## src/rtl/env_loader.sv

```systemverilog
// -----------------------------------------------------------------------------
// env_loader
//
// Loads a GRID x GRID cell environment one row at a time into a shadow buffer
// and publishes it as a complete frame. The published frame and its live-cell
// count change only when a frame completes. The consumer acknowledges the
// frame before another load can begin.
//
// Ports
//   clk        in   sole clock, rising edge
//   rst_n      in   asynchronous active-low reset
//   start      in   single-cycle request to begin loading (honoured in IDLE)
//   row_valid  in   row_data holds a valid row
//   row_ready  out  loader accepts a row this cycle (registered)
//   row_data   in   one row; bit j is column j, 1 = live
//   row_last   in   marks the final row of a frame
//   env_out    out  last completed frame; row i at [GRID*i +: GRID]
//   env_valid  out  env_out holds a complete frame awaiting consumption
//   env_ack    in   consumer has taken env_out (honoured in FULL)
//   pop_count  out  live-cell count of env_out
//   frame_err  out  one-cycle pulse when row_last disagrees with the row index
// -----------------------------------------------------------------------------
module env_loader #(
    parameter int GRID = 16
) (
    input  logic                          clk,
    input  logic                          rst_n,
    input  logic                          start,
    input  logic                          row_valid,
    output logic                          row_ready,
    input  logic [GRID-1:0]               row_data,
    input  logic                          row_last,
    output logic [GRID*GRID-1:0]          env_out,
    output logic                          env_valid,
    input  logic                          env_ack,
    output logic [$clog2(GRID*GRID):0]    pop_count,
    output logic                          frame_err
);

    localparam int IDX_W = $clog2(GRID);
    localparam int POP_W = $clog2(GRID*GRID) + 1;

    typedef enum logic [1:0] {
        IDLE = 2'd0,
        LOAD = 2'd1,
        FULL = 2'd2
    } state_t;

    // Registered state
    state_t                 r_state;
    logic [IDX_W-1:0]       r_idx;
    logic [POP_W-1:0]       r_shadow_pop;
    logic [GRID*GRID-1:0]   r_env_out;
    logic [POP_W-1:0]       r_pop_count;
    logic                   r_env_valid;
    logic                   r_row_ready;
    logic                   r_frame_err;
    logic [GRID-1:0]        r_shadow [GRID];

    // Next-state values
    state_t                 w_state_nxt;
    logic [IDX_W-1:0]       w_idx_nxt;
    logic [POP_W-1:0]       w_shadow_pop_nxt;
    logic [GRID*GRID-1:0]   w_env_out_nxt;
    logic [POP_W-1:0]       w_pop_count_nxt;
    logic                   w_env_valid_nxt;
    logic                   w_row_ready_nxt;
    logic                   w_frame_err_nxt;
    logic                   w_shadow_we;

    // Datapath helpers
    logic                   w_is_last_idx;
    logic [POP_W-1:0]       w_row_pop;
    logic [POP_W-1:0]       w_pop_sum;
    logic [GRID*GRID-1:0]   w_frame;

    function automatic logic [POP_W-1:0] f_popcount(input logic [GRID-1:0] v);
        logic [POP_W-1:0] acc;
        acc = '0;
        for (int i = 0; i < GRID; i++) begin
            acc = acc + {{(POP_W-1){1'b0}}, v[i]};
        end
        return acc;
    endfunction

    always_comb begin
        w_is_last_idx = (r_idx == IDX_W'(GRID - 1));
        w_row_pop     = f_popcount(row_data);
        w_pop_sum     = r_shadow_pop + w_row_pop;
        // Completed frame: shadow rows, with the row arriving this cycle
        // substituted at the current index (it has not reached the shadow yet).
        w_frame       = '0;
        for (int i = 0; i < GRID; i++) begin
            w_frame[GRID*i +: GRID] = (IDX_W'(i) == r_idx) ? row_data : r_shadow[i];
        end
    end

    always_comb begin
        w_state_nxt      = r_state;
        w_idx_nxt        = r_idx;
        w_shadow_pop_nxt = r_shadow_pop;
        w_env_out_nxt    = r_env_out;
        w_pop_count_nxt  = r_pop_count;
        w_frame_err_nxt  = 1'b0;
        w_shadow_we      = 1'b0;

        case (r_state)
            IDLE: begin
                if (start) begin
                    w_state_nxt      = LOAD;
                    w_idx_nxt        = '0;
                    w_shadow_pop_nxt = '0;
                end
            end
            LOAD: begin
                // row_ready is high throughout LOAD, so row_valid alone accepts.
                if (row_valid) begin
                    w_shadow_we      = 1'b1;
                    w_shadow_pop_nxt = w_pop_sum;
                    if (w_is_last_idx) begin
                        // Frame completes regardless of row_last; a missing
                        // row_last is flagged but does not discard the frame.
                        w_env_out_nxt   = w_frame;
                        w_pop_count_nxt = w_pop_sum;
                        w_state_nxt     = FULL;
                        w_frame_err_nxt = ~row_last;
                    end else begin
                        w_idx_nxt = r_idx + IDX_W'(1);
                        if (row_last) begin
                            // Early row_last: drop the partial frame.
                            w_frame_err_nxt = 1'b1;
                            w_state_nxt     = IDLE;
                        end
                    end
                end
            end
            FULL: begin
                if (env_ack) begin
                    w_state_nxt = IDLE;
                end
            end
            default: begin
                w_state_nxt = IDLE;
            end
        endcase

        // Handshake outputs are registered copies of the next state decode.
        w_row_ready_nxt = (w_state_nxt == LOAD);
        w_env_valid_nxt = (w_state_nxt == FULL);
    end

    always_ff @(posedge clk or negedge rst_n) begin
        if (!rst_n) begin
            r_state      <= IDLE;
            r_idx        <= '0;
            r_shadow_pop <= '0;
            r_env_out    <= '0;
            r_pop_count  <= '0;
            r_env_valid  <= 1'b0;
            r_row_ready  <= 1'b0;
            r_frame_err  <= 1'b0;
        end else begin
            r_state      <= w_state_nxt;
            r_idx        <= w_idx_nxt;
            r_shadow_pop <= w_shadow_pop_nxt;
            r_env_out    <= w_env_out_nxt;
            r_pop_count  <= w_pop_count_nxt;
            r_env_valid  <= w_env_valid_nxt;
            r_row_ready  <= w_row_ready_nxt;
            r_frame_err  <= w_frame_err_nxt;
        end
    end

    // Shadow contents need no reset: every row is rewritten before it is read.
    always_ff @(posedge clk) begin
        if (w_shadow_we) begin
            r_shadow[r_idx] <= row_data;
        end
    end

    assign row_ready = r_row_ready;
    assign env_valid = r_env_valid;
    assign env_out   = r_env_out;
    assign pop_count = r_pop_count;
    assign frame_err = r_frame_err;

endmodule

```

## config.mk

```make
export PLATFORM = sky130hd
export DESIGN_NAME = env_loader
export DESIGN_NICKNAME = d
export VERILOG_FILES = /design/src/rtl/env_loader.sv
export SDC_FILE = /design/constraint.sdc
export NUM_CORES = 1
export LEC_CHECK = 0
export BUFFER_PORTS_ARGS = -buffer_cell sky130_fd_sc_hd__buf_4
export CORE_MARGIN = 8
export CORE_UTILIZATION = 56
export CTS_CLUSTER_DIAMETER = 50
export DETAILED_ROUTE_END_ITERATION = 12
export PLACE_DENSITY = 0.79
export SYNTH_ARGS = -nofsm -noshare
export SYNTH_HDL_FRONTEND = slang
export SYNTH_SLANG_ARGS = --single-unit
```

## constraint.sdc

```tcl
create_clock -name clk -period 4.5 [get_ports clk]
set_input_delay 0.675 -clock clk [delete_from_list [all_inputs] [get_ports clk]]
set_output_delay 0.675 -clock clk [all_outputs]
set_load 0.01 [all_outputs]
```

==> results of run 1 <==
registers in the layout, summed over array words and instances, names as in the netlist:
name          cells
r_shadow        240
frame_err         1
env_out         256
r_idx             4
pop_count         9
row_ready         1
r_state           2
env_valid         1
r_shadow_pop      9
cells in the final DEF (no fill, tap or decap), drive strengths merged, types with 4 or more instances in the layout:
cell type	n
nor2	9
inv	29
a211oi	4
a21o	5
buf	323
a21oi	7
nand3	6
dfrtp	283
nand2	781
clkinv	10
and2	8
clkbuf	74
edfxtp	240
bufinv	7
o21ai	14
ha	12
a31oi	7
fa	12
nor3	10
worst reg2reg max path: cells and delay by family, from the launching register on:
| kind | cells | cell delay, ns |
|---|---|---|
| fa+ha+maj | 5 | 2.31 |
| compound gates | 4 | 0.97 |
| flops | 1 | 0.33 |
| buf+inv | 2 | 0.13 |
worst paths after layout:
kind                             startpoint               to  depth (start not counted)
hold / removal                        rst_n      env_out[71]                          1
hold reg to reg            r_shadow[10][13]     env_out[173]                          2
max in group asynchronous             rst_n     env_out[196]                          2
setup reg to reg            r_shadow_pop[0]  r_shadow_pop[8]                         11
setup / recovery                row_data[0]  r_shadow_pop[8]                         13
min in group clk                   row_last        frame_err                          3
power by group through the flow:
stage,registers [µW],logic (µW),clock network (µW)
finish,5210,971,4400
global route,5220,1090,4630
CTS,5210,977,4450
detailed placement,5300,973,0
global placement,5290,918,0
floorplan,5280,591,0
cells in the mapped netlist (4+ instances only):
library cell,count
ha_1,12
nor3_1,10
fa_1,12
a21o_1,5
dfrtp_1,283
a211oi_1,4
buf_2,61
edfxtp_1,240
nand2_1,780
inv_1,26
and2_1,8
a21oi_1,7
a31oi_1,7
nor2_1,9
nand3_1,6
o21ai_0,14
cell families (layout without fill, tap and decap cells):
| group | Yosys count | count (layout) | share of synthesized area |
|---|---|---|---|
| and+or+nand+nor | 829 | 829 | 0.172 |
| DFF | 523 | 523 | 0.765 |
| buffers and inverters | 92 | 443 | 0.0230 |
| AOI/OAI and AO/OA | 48 | 48 | 0.0164 |
| adders and majority gates | 24 | 24 | 0.0209 |
| xor gates and xnor gates | 3 | 3 | 0.00141 |
| muxes | 2 | 2 | 0.00121 |
layout make-up:
class / count / area [µm²]
Tap cell: 448 / 561
Clock buffer: 74 / 1480
Timing Repair Buffer: 323 / 2480
Sequential cell: 523 / 14300
Fill cell: 2373 / 10000
Inverter: 27 / 109
Clock inverter: 19 / 277
Multi-Input combinational cell: 906 / 4000
per-layer routing:
metal | vias up | wire length, µm
met3 | 74 | 3980
met5 | - | 0
met1 | 6126 | 19500
li1 | 5540 | -
met2 | 476 | 23500
met4 | 0 | 1490
stage by stage:
step                power, µW  setup TNS [ns]  cell area, µm²  setup slack [ns]
CTS                     10600               0           23200             0.249
finish                  10600               0           23200             0.225
floorplan                5870               0           18700            0.0351
global route            10900               0           23200            0.0591
global placement         6210           -1.21           21400            -0.229
detailed placement       6270           -1.71           21400            -0.340
==> flow_metrics.py, run 1 <==
metrics = {
    "die": {
        "io_pins": 290,
        "fp.dieH_um": 199,
        "dieArea_um2": 39400,
        "die-width_um": 199,
        "coreArea_um2": 33200,
        "rows": 67,
        "floorplan.initialDensity": 0.562,
    },
    "routing": {
        "routed_via_density": 5.27,
        "first_pass_iters": 5,
        "drc": 0,
        "drt_iter0_drc": 868,
        "drtAntennaViolNets": 0,
        "vias": 12216,
        "wl_per_cell_um": 20.9,
        "wirelength_um": 48400,
    },
    "outcome": {
        "status": "finished, final reports clean",
    },
    "placement": {
        "dp_hpwl_um": 30700,
        "gp_congestion": 0.858,
        "place_inst": 2227,
        "port_buffers": 289,
    },
    "timing": {
        "drv_slew": 0,
        "fin_hold_ws_ns": 0.118,
        "fin_crit_ns": 4.28,
        "fmax_ghz": 0.234,
        "maxSlewHeadroom": 0.402,
        "finalHoldViolCount": 0,
        "setup_viol": 0,
        "fin_crit_sh": 0.950,
        "rsz0062_at_grt": "false",
        "timing_worst_slew_pin_value_ns": 0.897,
        "finalClockSkew_ns": 0.0135,
    },
    "logic_synthesis": {
        "syn_nets": 1567,
        "synth_top_area_frac": 0.386,
        "synthCells": 1521,
        "synthTopCellsByArea": "edfxtp_1 39%, dfrtp_1 38%, nand2_1 16%, buf_2 1.6%, fa_1 1.3%",
        "avgSynthCellArea_um2": 12.3,
        "synthArstFlopShare": 0.541,
        "synth_edf_count": 240,
        "yosys_warnings": 0,
        "yosys_register_bits": 523,
        "synthDistinctLibCells": 39,
        "synth-main-ff-cell": "dfrtp_1",
        "synthesis.area_um2": 18700,
        "yosysTopAreaCell": "edfxtp_1",
        "yosysSeqAreaShare": 0.765,
    },
    "grt": {
        "gr-usage-met3": 0.0574,
        "overflow": 0,
        "grt_pass1_wl_um": 72900,
        "grt_max_degree": 101,
        "met2_usage": 0.402,
        "grt_busiest_layer": "met2",
        "grt_pass1_vias": 12391,
        "gr-usage-met1": 0.322,
        "antenna_found_initial": 0,
        "track_usage": 0.246,
    },
    "power_and_ir_drop": {
        "p_switching_uw": 2390,
        "p_leak_uw": 0.0114,
        "vdd_drop_max_v": 0.000296,
        "powerDensity_nw_per_um2": 456,
        "pwr-share-seq": 0.492,
        "power_frac_clock": 0.416,
        "switching_share": 0.226,
        "p_int_uw": 8190,
        "combinationalPowerShare": 0.092,
    },
    "worst_setup_path": {
        "critPathMaxStageDelay_ns": 0.55,
        "worstSetupStartpointType": "input port",
        "arrival_ns": 4.75,
        "crit_fanout": 6,
        "critPathSlowestCell": "fa_1",
        "reg2reg_slack_ns": 0.68,
        "cpLargestDelayFamily": "adder cells",
        "worstPathBufferInverterCount": 3,
        "path_class": "in2reg",
        "path_cells": "buf_4, fa_1, inv_1, fa_1, fa_1, fa_1, inv_1, fa_1, fa_1, a211o_1, a21oi_1, o21ai_0, a31oi_1",
        "crit_top_cell": "fa_1",
        "worstPathRequired_ns": 4.98,
        "critPathCaptureType": "register",
    },
    "layout": {
        "drive_gt1_frac": 0.218,
        "layout.cells.non_filler": 2320,
        "diodes": 0,
        "syn_to_final_growth_pct": 24.2,
        "utilization": 0.699,
        "nNetsFinal": 1877,
    },
    "clock_network": {
        "insertion_delay_ns": 0.56,
        "htreeDepth": 2,
        "cts_resized": 0,
        "cts_buffer_depth": 3,
        "postCtsHoldBufs": 0,
        "cts_root_buf": "clkbuf_16",
        "cts_num_sinks": 523,
        "cts_buffers": 50,
        "cts_tree": "done",
        "clkTransAtPathRegs_ns": 0.06,
        "post-cts-setup-buffer-count": 0,
    },
    "job": {
        "drv_cap": 0,
    },
    "min_path": {
        "hold_class": "in2async",
    },
}
Power figures use the tool's default switching activity.
==> inputs of run 2 (changes only) <==
Settings changed: CORE_ASPECT_RATIO set to 0.5.
==> flow_metrics.py, run 2 (synthesized netlist as in run 1, its figures left out) <==
metrics = {
    "outcome": {
        "status": "finished, final reports clean",
    },
    "die": {
        "fp.dieH_um": 145,
        "rows": 47,
        "coreArea_um2": 32900,
        "floorplan.initialDensity": 0.567,
        "dieArea_um2": 39800,
        "io_pins": 290,
        "die-width_um": 274,
    },
    "grt": {
        "track_usage": 0.244,
        "grt_pass1_wl_um": 74500,
        "antenna_found_initial": 2,
        "grt_pass1_vias": 12323,
        "overflow": 0,
        "grt_max_degree": 133,
    },
    "power_and_ir_drop": {
        "p_leak_uw": 0.0112,
        "powerDensity_nw_per_um2": 438,
        "vdd_drop_max_v": 0.000313,
    },
    "layout": {
        "drive_gt1_frac": 0.211,
        "layout_common_cells": "780 x nand2_1, 315 x buf_4, 283 x dfrtp_1",
        "finalInstanceArea_um2": 22800,
        "layout_commonest_cell": "nand2_1",
        "largest_register_ffs": 256,
        "nNetsFinal": 1867,
        "syn_to_final_growth_pct": 22.1,
    },
    "routing": {
        "first_pass_iters": 5,
        "drt_iter0_drc": 1161,
        "drtAntennaViolNets": 0,
        "wirelength_um": 49500,
        "drc": 0,
        "wl_per_cell_um": 21.5,
        "vias": 12168,
        "routed_via_density": 5.30,
    },
    "worst_setup_path": {
        "crit_fanout": 6,
        "r2r_start": "r_shadow_pop[0]",
        "worstSetupStartpointType": "input port",
        "timing.rr.end": "r_shadow_pop[8]",
        "ff2ff_path_depth": 11,
        "path_class": "in2reg",
        "worstPathRequired_ns": 4.95,
        "arrival_ns": 4.70,
        "critPathCaptureType": "register",
        "reg2reg_slack_ns": 0.70,
    },
    "clock_network": {
        "cts_num_sinks": 523,
        "postCtsHoldBufs": 0,
        "cts_buffer_depth": 3,
        "cts_root_buf": "clkbuf_16",
        "htreeDepth": 2,
        "insertion_delay_ns": 0.54,
        "clkTransAtPathRegs_ns": 0.07,
        "cts_tree": "done",
        "post-cts-setup-buffer-count": 0,
        "cts_buffers": 44,
    },
    "timing": {
        "finalClockSkew_ns": 0.0136,
        "finalHoldViolCount": 0,
        "setup_tns_ns": 0,
        "fin_crit_sh": 0.944,
        "fin_hold_ws_ns": 0.168,
        "fin_crit_ns": 4.25,
        "drv_slew": 0,
        "fin_ws_ns": 0.254,
        "setup_viol": 0,
        "fmax_ghz": 0.236,
        "maxSlewHeadroom": 0.336,
        "rsz0062_at_grt": "false",
        "timing_worst_slew_pin_value_ns": 0.996,
    },
    "placement": {
        "port_buffers": 289,
        "dp_hpwl_um": 30700,
        "gp_congestion": 0.817,
        "dpl-instance-area_um2": 21400,
        "preCtsSetupSlack_ns": -0.327,
    },
    "min_path": {
        "hold_class": "in2async",
    },
    "job": {
        "drv_cap": 0,
    },
}
==> run 2: cell count changes in the layout (fill, tap and decap cells not counted), sizes merged <==
cell / change
clkbuf: -10
clkinvlp: +1
diode: +2
bufinv: -3
buf: -4
inv: -1
==> run 2: area by class of cell <==
type	instances	area (µm²)
Fill cell	2250	10100
Clock buffer	64	1220
Inverter	27	109
Clock inverter	16	184
Antenna cell	2	5.00
Sequential cell	523	14300
Multi-Input combinational cell	906	4000
Tap cell	441	552
Timing Repair Buffer	319	2440
==> run 2: worst max-delay path by stage <==
stage / to / start / depth (start not counted) / slack, ns
after floorplan: r_shadow_pop[8] / row_data[0] / 12 / 0.04
after detailed placement: r_shadow_pop[8] / row_data[5] / 13 / -0.33
after CTS: r_shadow_pop[8] / row_data[5] / 13 / 0.17
final: r_shadow_pop[8] / row_data[5] / 13 / 0.25
after global placement: r_shadow_pop[8] / row_data[5] / 13 / -0.25
after global routing: r_shadow_pop[8] / row_data[5] / 13 / 0.1
==> run 2: per-layer routing <==
| metal | track usage | share of wire | up-vias |
|---|---|---|---|
| li1 | - | - | 5506 |
| met2 | 0.417 | 0.51 | 426 |
| met4 | 0.0861 | 0.034 | 0 |
| met3 | 0.0487 | 0.069 | 87 |
| met5 | 0 | 0 | - |
| met1 | 0.311 | 0.38 | 6149 |
==> run 2: timing repair <==
item	CTS	global route
endpoints found under the hold margin	0	0
setup endpoints to repair	0	3
resized for setup	0	1
==> run 2: report_power, final <==
part / leakage, µW / internal [µW] / switching, µW / total (µW)
Combinational: 0.00442 / 364 / 623 / 986
Clock: 0.000685 / 2120 / 1660 / 3780
Sequential: 0.00610 / 5140 / 67.7 / 5210
Total: 0.0112 / 7620 / 2350 / 9970
==> run 2: metrics by stage <==
| stage | utilization | total power [µW] | instances |
|---|---|---|---|
| floorplan | - | 5870 | 1521 |
| finish | 0.692 | 9970 | 2298 |
| global placement | 0.649 | 6200 | 2216 |
| CTS | 0.692 | 10000 | 2296 |
| detailed placement | 0.649 | 6260 | 2216 |
| global route | 0.692 | 10300 | 2298 |
==> run 2: worst max-delay path, cell delays in order <==
cell     delay, ns
buf_4         0.16
fa_1          0.54
inv_1         0.05
fa_1          0.47
fa_1          0.50
fa_1          0.50
inv_1         0.05
fa_1          0.40
fa_1          0.43
a211o_1       0.35
a21oi_2       0.22
o21ai_0       0.13
a31oi_1       0.21
